--- config.mk ---
export PLATFORM = sky130hd
export DESIGN_NAME = load_store_unit_flat
export DESIGN_NICKNAME = d
export VERILOG_FILES = /design/src/rtl/load_store_unit_if.sv /design/src/rtl/load_store_unit.sv /design/src/flat_wrapper.sv
export SDC_FILE = /design/constraint.sdc
export NUM_CORES = 1
export LEC_CHECK = 0
export ABC_AREA = 0
export BUFFER_PORTS_ARGS = -buffer_cell sky130_fd_sc_hd__buf_2
export CAP_MARGIN = 20
export CORE_MARGIN = 4
export CORE_UTILIZATION = 49
export DETAILED_ROUTE_END_ITERATION = 10
export PLACE_DENSITY = 0.89
export SETUP_SLACK_MARGIN = 0.1
export SLEW_MARGIN = 20
export SYNTH_ARGS = -nofsm -noshare
export SYNTH_HDL_FRONTEND = slang
export SYNTH_SLANG_ARGS = --single-unit
--- constraint.sdc ---
create_clock -name clk -period 3 [get_ports clk]
set_clock_uncertainty 0.1 [all_clocks]
set_input_delay 0.3 -clock clk [delete_from_list [all_inputs] [get_ports clk]]
set_output_delay 0.3 -clock clk [all_outputs]
set_load 0.05 [all_outputs]
--- src/rtl/load_store_unit_if.sv ---
// Word-addressed request/acknowledge memory bus with byte strobes.
// The load/store unit drives the request side (master); memory answers (slave).
interface load_store_unit_if;
    logic [31:0] bus_addr;
    logic        bus_read;
    logic        bus_write;
    logic [31:0] bus_wdata;
    logic [3:0]  bus_wstrb;
    logic [31:0] bus_rdata;
    logic        bus_ack;

    modport master (
        output bus_addr, bus_read, bus_write, bus_wdata, bus_wstrb,
        input  bus_rdata, bus_ack
    );

    modport slave (
        input  bus_addr, bus_read, bus_write, bus_wdata, bus_wstrb,
        output bus_rdata, bus_ack
    );
endinterface

--- src/rtl/load_store_unit.sv ---
// Load/store unit: accepts RV32I load/store requests from execute, runs one
// bus transaction at a time with byte strobes, returns extended load data,
// stalls the core while busy and abandons a transaction after a timeout.
module load_store_unit #(
    parameter int TIMEOUT_CYCLES = 255
) (
    input  logic              clk,
    input  logic              rst,
    input  logic              req_valid,
    input  logic [6:0]        opcode,
    input  logic [2:0]        funct3,
    input  logic [31:0]       read_address,
    input  logic [31:0]       write_address,
    input  logic [31:0]       store_data,
    output logic              stall,
    output logic              load_valid,
    output logic [31:0]       load_data,
    output logic              store_done,
    output logic              fault,
    output logic              bus_error,
    load_store_unit_if.master bus
);

    localparam logic [6:0] OP_LOAD       = 7'b0000011;
    localparam logic [6:0] OP_STORE      = 7'b0100011;
    localparam logic [7:0] TIMEOUT_LIMIT = 8'(TIMEOUT_CYCLES);

    typedef enum logic [1:0] {IDLE, BUS, DONE} state_t;

    state_t      state;
    state_t      state_next;
    logic [7:0]  cnt;
    logic        timeout_hit;

    logic        is_load;
    logic        is_store;
    logic [31:0] req_addr;
    logic        f3_legal;
    logic        aligned;
    logic        accept;
    logic        reject;

    // Accepted transaction context, held for the whole BUS phase.
    logic [1:0]  acc_offset;
    logic [2:0]  acc_funct3;
    logic        acc_store;

    logic [31:0] addr_word;
    logic        rd_strobe;
    logic        wr_strobe;
    logic [31:0] wdata_lane;
    logic [3:0]  wstrb_lane;

    assign bus.bus_addr  = addr_word;
    assign bus.bus_read  = rd_strobe;
    assign bus.bus_write = wr_strobe;
    assign bus.bus_wdata = wdata_lane;
    assign bus.bus_wstrb = wstrb_lane;

    // Byte enables for an access of the given size at the given byte offset.
    function automatic logic [3:0] lane_strobe(input logic [2:0] f3, input logic [1:0] off);
        case (f3[1:0])
            2'b00:   lane_strobe = 4'b0001 << off;
            2'b01:   lane_strobe = 4'b0011 << off;
            default: lane_strobe = 4'b1111;
        endcase
    endfunction

    // Pull the addressed lane down to bit 0 and sign- or zero-extend it.
    function automatic logic [31:0] extend_load(input logic [31:0] rdata,
                                                input logic [1:0]  off,
                                                input logic [2:0]  f3);
        logic [31:0]        lane;
        logic signed [7:0]  byte_s;
        logic signed [15:0] half_s;
        logic signed [31:0] word_s;
        lane   = rdata >> {off, 3'b000};
        byte_s = $signed(lane[7:0]);
        half_s = $signed(lane[15:0]);
        case (f3)
            3'b000: begin
                word_s      = byte_s;
                extend_load = word_s;
            end
            3'b001: begin
                word_s      = half_s;
                extend_load = word_s;
            end
            3'b100:  extend_load = {24'd0, lane[7:0]};
            3'b101:  extend_load = {16'd0, lane[15:0]};
            default: extend_load = lane;
        endcase
    endfunction

    // Request decode: opcode class, funct3 legality and alignment.
    always_comb begin
        is_load  = (opcode == OP_LOAD);
        is_store = (opcode == OP_STORE);
        req_addr = is_store ? write_address : read_address;

        f3_legal = 1'b0;
        case (funct3)
            3'b000, 3'b001, 3'b010: f3_legal = 1'b1;
            3'b100, 3'b101:         f3_legal = is_load;
            default:                f3_legal = 1'b0;
        endcase

        aligned = 1'b0;
        case (funct3[1:0])
            2'b00:   aligned = 1'b1;
            2'b01:   aligned = ~req_addr[0];
            2'b10:   aligned = (req_addr[1:0] == 2'b00);
            default: aligned = 1'b0;
        endcase

        // rst gates accept so stall stays low while reset is held.
        accept = rst && (state == IDLE) && req_valid && (is_load || is_store) && f3_legal && aligned;
        reject = rst && (state == IDLE) && req_valid && (is_load || is_store) && !(f3_legal && aligned);
    end

    // Ack takes priority over an expiring counter in the same cycle.
    assign timeout_hit = (state == BUS) && !bus.bus_ack && ((cnt + 8'd1) == TIMEOUT_LIMIT);

    // Next-state and stall.
    always_comb begin
        state_next = state;
        stall      = 1'b0;
        case (state)
            IDLE: begin
                stall = accept;
                if (accept) state_next = BUS;
            end
            BUS: begin
                stall = 1'b1;
                if (bus.bus_ack || timeout_hit) state_next = DONE;
            end
            DONE:    state_next = IDLE;
            default: state_next = IDLE;
        endcase
    end

    // State register.
    always_ff @(posedge clk or negedge rst) begin
        if (!rst) state <= IDLE;
        else      state <= state_next;
    end

    // Timeout counter: cleared in IDLE, counts unacknowledged BUS cycles.
    always_ff @(posedge clk or negedge rst) begin
        if (!rst)                                           cnt <= 8'd0;
        else if (state == IDLE)                             cnt <= 8'd0;
        else if (state == BUS && !bus.bus_ack && !timeout_hit) cnt <= cnt + 8'd1;
    end

    // Bus request registers, completion pulses and load result.
    always_ff @(posedge clk or negedge rst) begin
        if (!rst) begin
            acc_offset <= 2'd0;
            acc_funct3 <= 3'd0;
            acc_store  <= 1'b0;
            addr_word  <= 32'd0;
            rd_strobe  <= 1'b0;
            wr_strobe  <= 1'b0;
            wdata_lane <= 32'd0;
            wstrb_lane <= 4'd0;
            load_data  <= 32'd0;
            load_valid <= 1'b0;
            store_done <= 1'b0;
            fault      <= 1'b0;
            bus_error  <= 1'b0;
        end else begin
            load_valid <= 1'b0;
            store_done <= 1'b0;
            fault      <= 1'b0;
            bus_error  <= 1'b0;
            case (state)
                IDLE: begin
                    if (accept) begin
                        acc_offset <= req_addr[1:0];
                        acc_funct3 <= funct3;
                        acc_store  <= is_store;
                        addr_word  <= {req_addr[31:2], 2'b00};
                        rd_strobe  <= is_load;
                        wr_strobe  <= is_store;
                        wstrb_lane <= is_store ? lane_strobe(funct3, req_addr[1:0]) : 4'd0;
                        wdata_lane <= is_store ? (store_data << {req_addr[1:0], 3'b000}) : 32'd0;
                    end else if (reject) begin
                        fault <= 1'b1;
                    end
                end
                BUS: begin
                    if (bus.bus_ack) begin
                        rd_strobe  <= 1'b0;
                        wr_strobe  <= 1'b0;
                        wstrb_lane <= 4'd0;
                        load_valid <= !acc_store;
                        store_done <= acc_store;
                        if (!acc_store) load_data <= extend_load(bus.bus_rdata, acc_offset, acc_funct3);
                    end else if (timeout_hit) begin
                        rd_strobe  <= 1'b0;
                        wr_strobe  <= 1'b0;
                        wstrb_lane <= 4'd0;
                        load_data  <= 32'd0;
                        bus_error  <= 1'b1;
                    end
                end
                default: ;
            endcase
        end
    end

endmodule

--- src/flat_wrapper.sv ---
// flat-port wrapper written by rule: the top's interface ports become plain ports
module load_store_unit_flat 
#(
    parameter int TIMEOUT_CYCLES = 255
)
  (clk, rst, req_valid, opcode, funct3, read_address, write_address, store_data, stall, load_valid, load_data, store_done, fault, bus_error, bus_bus_addr, bus_bus_read, bus_bus_write, bus_bus_wdata, bus_bus_wstrb, bus_bus_rdata, bus_bus_ack);
  load_store_unit_if bus_i ();
  input  logic clk;
  input  logic rst;
  input  logic req_valid;
  input  logic [6:0] opcode;
  input  logic [2:0] funct3;
  input  logic [31:0] read_address;
  input  logic [31:0] write_address;
  input  logic [31:0] store_data;
  output logic stall;
  output logic load_valid;
  output logic [31:0] load_data;
  output logic store_done;
  output logic fault;
  output logic bus_error;
  output wire logic [$bits(bus_i.bus_addr)-1:0] bus_bus_addr;
  output wire logic [$bits(bus_i.bus_read)-1:0] bus_bus_read;
  output wire logic [$bits(bus_i.bus_write)-1:0] bus_bus_write;
  output wire logic [$bits(bus_i.bus_wdata)-1:0] bus_bus_wdata;
  output wire logic [$bits(bus_i.bus_wstrb)-1:0] bus_bus_wstrb;
  input wire logic [$bits(bus_i.bus_rdata)-1:0] bus_bus_rdata;
  input wire logic [$bits(bus_i.bus_ack)-1:0] bus_bus_ack;
  assign bus_bus_addr = bus_i.bus_addr;
  assign bus_bus_read = bus_i.bus_read;
  assign bus_bus_write = bus_i.bus_write;
  assign bus_bus_wdata = bus_i.bus_wdata;
  assign bus_bus_wstrb = bus_i.bus_wstrb;
  assign bus_i.bus_rdata = bus_bus_rdata;
  assign bus_i.bus_ack = bus_bus_ack;
  load_store_unit #(.TIMEOUT_CYCLES(TIMEOUT_CYCLES)) u_core (.clk(clk), .rst(rst), .req_valid(req_valid), .opcode(opcode), .funct3(funct3), .read_address(read_address), .write_address(write_address), .store_data(store_data), .stall(stall), .load_valid(load_valid), .load_data(load_data), .store_done(store_done), .fault(fault), .bus_error(bus_error), .bus(bus_i));
endmodule
* After elaboration in Yosys (flattened, before gate mapping)
Cells that the tools add are included.
Word-level totals: register bits 120, input port bits 142, output and inout bits 107
Operators by class: add/sub/neg operators 1, equality and inequality tests 17, shift operators 4, mux-type cells 36, bitwise gates (word level) 1, reduce and logical (&&, ||, !) cells 30
Operator list (number):
- $mux W32 | 5
- $pmux W32 S4 | 1
- $shl A32 B5 Y32 | 1
- $shr A32 B5 Y32 | 1
- $mux W4 | 4
- $mux W8 | 2
- $pmux W4 S2 | 2
- $mux W1 | 14
- $eq A3 B3 Y1 const B | 4
- $logic_and A1 B1 Y1 | 10
- $add A8 B1 Y8 const B | 1
- $eq A8 B8 Y1 const B | 1
- $pmux W1 S2 | 4
- $eq A7 B2 Y1 const B | 1
- $eq A7 B6 Y1 const B | 1
- $eq A3 B1 Y1 const B | 2
- $logic_not A2 Y1 | 3
- $logic_not A3 Y1 | 2
- $reduce_and A3 Y1 | 2
- $reduce_bool A2 Y1 | 3
- $eq A2 B1 Y1 const B | 2
- $logic_not A1 Y1 | 4
- $mux W2 | 2
- $ne A2 B2 Y1 const B | 2
- 13 further kinds | 15

* Logic depth before layout (Yosys ltp)
depth in word-level cells 10, gate-level depth with buffers 9, depth with buffers taken out 7

* Least setup slack after synthesis
Ideal clock, no wire load.
path kind input to register, start point input port opcode[3], end point register u_core.rd_strobe, in the netlist u_core.bus.bus_read, arrival 2.311 ns, required time 2.778 ns, slack 0.468 ns, stages on the path 7, buffers on the path 1, cells stage by stage or3b_1 > clkbuf_1 > a2111o_1 > a31oi_4 > o31a_1 > o21ai_2 > a32o_1
Between the ends: word-level cells in the longest chain between the ends 7, elaborated cells between the ends (all ways) 15, classes of those cells eq/ne: 3; mux: 5; bitwise: 1; reduce/logical: 6
RTL lines:
- start: declaration | line flat_wrapper.sv:11 | input logic [6:0] opcode;
- $eq A7 B6 Y1 / $eq A7 B2 Y1 (equally long branches) | line load_store_unit.sv:98, load_store_unit.sv:97
- $mux W32 / $logic_or A1 B1 Y1 (equally long branches) | line load_store_unit.sv:99, load_store_unit.sv:117
- $logic_not A2 Y1, or another cell as far along | line load_store_unit.sv:112 | 2'b10: aligned = (req_addr[1:0] == 2'b00);
- $pmux W1 S3 / $logic_and A1 B1 Y1 (equally long branches) | line load_store_unit.sv:109, load_store_unit.sv:117
- $logic_and A1 B1 Y1 | line load_store_unit.sv:117 | accept = rst && (state == IDLE) && req_valid && (is_load || is_store) && f3_legal && aligned;
- $ne A2 B1 Y1 (no line)
- $reduce_and A3 Y1 (no line)
- end signal: assignment | line load_store_unit.sv:183 | rd_strobe <= is_load;
- end: declaration | line load_store_unit.sv:49 | logic rd_strobe;
Parallel ways exist; a longest one is shown, timed or not. The select of a mux whose other input is x is not followed. A chain may end at the register's enable or synchronous reset.

* Final worst setup path
start point register u_core.cnt[1], end point register u_core.cnt[6]
Between the ends: word-level cells in the longest chain between the ends 6, elaborated cells between the ends (all ways) 8, classes of those cells add/sub: 1; eq/ne: 1; mux: 2; reduce/logical: 4
RTL lines:
- start: declaration | line load_store_unit.sv:32 | logic [7:0] cnt;
- start signal: assignment | line load_store_unit.sv:152 | else if (state == BUS && !bus.bus_ack && !timeout_hit) cnt <= cnt + 8'd1;
- $add A8 B1 Y8 (*) | line load_store_unit.sv:122, load_store_unit.sv:152
- $eq A8 B8 Y1 | line load_store_unit.sv:122 | assign timeout_hit = (state == BUS) && !bus.bus_ack && ((cnt + 8'd1) == TIMEOUT_LIMIT);
- $logic_and A1 B1 Y1 | line load_store_unit.sv:122
- $logic_not A1 Y1 | line load_store_unit.sv:152
- $logic_and A1 B1 Y1 | line load_store_unit.sv:152
- $reduce_bool A2 Y1 (no line)
Every way passes the cells marked *; elsewhere a longest branch is shown, timed or not. The select of a mux whose other input is x is not followed.

==> impl_results.md <==
- CP Capture Type: flip-flop
- Post-synth EDFFs: 0
- FILL cells: 1018
- Distinct cells, synth: 59
- Final #Nets: roughly 1.0k
- Commonest non-fill, non-tap cell in the layout: buf_2
- Placement Cell Area: 7680 µm²
- GR Util All Layers: 24.8%
- First-pass GRT wire length: between 20 and 30 mm
- Initial cell density of the core: between 50% and 60%
- Final period util: a little under nine tenths
- Max rail drop VDD: ~0.35 mV
- Status: completed
- Final hold vios: 0
- Initial DRC Count: approximately 490
- CP Data Required Time: roughly 3.2 ns
- Unrepaired setup endpoints after global routing: false
- CTS clk-pin slew, worst paths: 0.06 ns
- DIE HEIGHT: approximately 120 µm
- Synth Area in Simple Gates: ~15%
- CTS Buffer Depth: 2
- Startpoint types: flip-flop
- Max-cap viol count: 0
- Final Util: 65.1%
- Fin. max-slew vios: 0
- Pint: roughly 3 mW
- Fin Setup TNS: 0 ns
- Avg Inst Size Synth: between 9 and 10 µm²
- Slew @ Worst Pin: between 0.8 and 0.9 ns
- Layout cells sized above 1: approximately 37%
- Hpwl dp: ~14 mm
- Post-Syn Instances: between 600 and 700
- Sequential area share after synthesis: ~47%
- Initial antenna violation count: 0
- Xor/xnor cell area share of the yosys netlist: 0%
- Sequential share of power: between 40% and 50%
- Vias: between 5k and 6k
- First-pass iteration count of the detailed router: 6
- Largest family of logic cells by synthesized area: compound AO/OA/AOI/OAI gates
- Clock network fraction of total power: 46.4%
- CTS tree: done
- Hold crit path type: in -> reg
- Met1 Usage GRT: 30.3%
- Leakage: between 4 and 5 nW
- Arr. time, crit path: ~2.8 ns
- IO Pins: roughly 250
- CTS H-Tree Depth: 4
- Num rows: 41
- DR DRC count: 0
- CTS buffer count: 17
- NetSw: about 1.0 mW
- Die area: roughly 15000 µm²
- Adder-cell area share of the yosys netlist: less than 1%
- Crit Path Class: reg -> reg
- Design area: ~8300 µm²
- Core region area: ~13000 µm²
- Post-synthesis mux area share: between 10% and 20%
- Switching power share of the total: about a quarter
- Antenna-violating nets left: 0
- Resized cells post-CTS: 0
- Met3 usage: roughly 7.2%
- Mapped Area: around 6400 µm²
- Layout area overhead: 29.6%
- Commonest non-fill, non-tap cells in the layout: buf_2 (245), nand2_1 (139), dfrtp_1 (120), mux2i_1 (66), o21ai_0 (51)
- Place WS: roughly 0.54 ns
- Clock Sinks: between 100 and 150
- DRT Wirelength: approximately 18 mm
- Placed Instances: just over 1k
- I/O Buffers: roughly 250
- Worst skew pair latency: roughly 0.4 ns
- Comb pwr share: between 10% and 20%
- Fmax achieved: slightly below 400 MHz
- FF+latch count, synth: 120
- # diodes: 0
- Post-DR vias/cell: between 5 and 6
- M2 GR Usage: roughly 41%
- Compound-Gate Fraction of Synth Area: between 10% and 20%
- Max_slew headroom: between 40% and 50%
- Fin cells: around 1.1k
- Root buf cell: clkbuf_16
- Gpl congestion: ~0.91
- Most Used Layer, Global Route: met2
- P per Cell Area: 496 nW/µm²
- Largest net degree at the start of global routing: between 90 and 100
- Setup Viol. Count Final: 0
- Routed len/inst: 17.2 µm
- Top_reg_cell synth: dfrtp_1
- GR Overflow Total: 0
- Vias in the first global route: 5844
- Warnings from Yosys: 0
- Die width: 122 µm
- CP Max Fanout: 15
- Final WS setup: about 0.44 ns
- Async S/R FF share, synth: 100%
- Fin crit period: approximately 2.6 ns
[worst max-delay path, cell delays in order, from the launching register on]
cell     delay (ns)
dfrtp_1        0.49
ha_1           0.36
a21oi_1        0.10
mux2_2         0.28
a21oi_1        0.33
o31ai_2        0.09
buf_4          0.19
or4_1          0.46
nand3_1        0.09
[power by group through the flow]
stage | combinational (mW) | clock [mW] | sequential, mW
detailed placement | 0.516 | 0 | 1.70
finish | 0.516 | 1.90 | 1.68
global route | 0.559 | 2.02 | 1.68
global placement | 0.505 | 0 | 1.70
CTS | 0.519 | 1.94 | 1.68
floorplan | 0.176 | 0 | 1.82
[cell usage after synthesis, drive strengths merged, types with 8 or more instances]
cell	count	area share (%)
nand2	139	8.2
o31ai	17	2.6
mux2i	66	10
nor2	16	1.1
nand3	21	1.7
mux4	8	2.8
buf	23	2.6
a21oi	24	1.9
dfrtp	120	47
o22ai	9	0.88
o21ai	66	5.5
clkbuf	30	1.8
mux2	9	1.6
a22o	18	2.5
o2bb2ai	12	1.7
[routing by layer]
metal,vias to the layer above,part of all wire (%)
met5,-,0
met4,0,2.5
met2,272,49
met1,2794,39
li1,2761,-
met3,39,8.6
[kinds of logic after synthesis]
group	Yosys count
adders and majority gates	2
DFF	120
AOI/OAI and AO/OA	165
other	1
and+or+nand+nor	214
muxes	83
buffers and inverters	58
[sequential cells by signal, summed over array words and instances, names as in the netlist]
register,count
u_core.bus.bus_wdata,32
u_core.load_data,32
u_core.bus.bus_addr,30
u_core.cnt,8
u_core.bus.bus_wstrb,4
u_core.acc_funct3,3
u_core.acc_offset,2
u_core.state,2
u_core.acc_store,1
u_core.bus.bus_read,1
u_core.bus.bus_write,1
u_core.bus_error,1
u_core.fault,1
u_core.load_valid,1
u_core.store_done,1
[metrics by stage]
step,power (mW),hold slack [ns]
2_1_floorplan,2.00,-0.0956
3_3_place_gp,2.21,0.345
3_5_place_dp,2.22,0.351
4_1_cts,4.13,0.0491
5_1_grt,4.26,0.0763
6_report,4.09,0.0688
[worst paths after layout]
path / start / end / slack (ns) / depth (start not counted)
max: u_core.cnt[1]$_DFFE_PN0P_ / u_core.cnt[6]$_DFFE_PN0P_ / 0.44 / 8
min: write_address[22] / u_core.bus.bus_addr[22]$_DFFE_PN0P_ / 0.07 / 3
max reg2reg: u_core.cnt[1]$_DFFE_PN0P_ / u_core.cnt[6]$_DFFE_PN0P_ / 0.44 / 8
min reg2reg: u_core.bus.bus_wdata[30]$_DFFE_PN0P_ / u_core.bus.bus_wdata[30]$_DFFE_PN0P_ / 0.36 / 2
max in group asynchronous: rst / u_core.bus.bus_addr[19]$_DFFE_PN0P_ / 1.68 / 3
min in group asynchronous: rst / u_core.cnt[7]$_DFFE_PN0P_ / 0.52 / 3
[area by class of cell]
| cell class | count | area [µm²] | area share [%] |
|---|---|---|---|
| multi-input combinational | 466 | 3070 | 37.2 |
| clock inverter | 9 | 75.1 | 0.910 |
| clock buffer | 21 | 480 | 5.82 |
| sequential | 120 | 3000 | 36.4 |
| timing repair buffer | 263 | 1390 | 16.8 |
| inverter | 5 | 18.8 | 0.227 |
| tap | 172 | 215 | 2.61 |
[repair_timing]
item | 4_1_cts | 5_1_grt
buffers inserted | 0 | 0
endpoints found under the hold margin | 55 | 0
hold buffers | 1 | 0
Note: power is estimated with default switching activity, not from simulation.
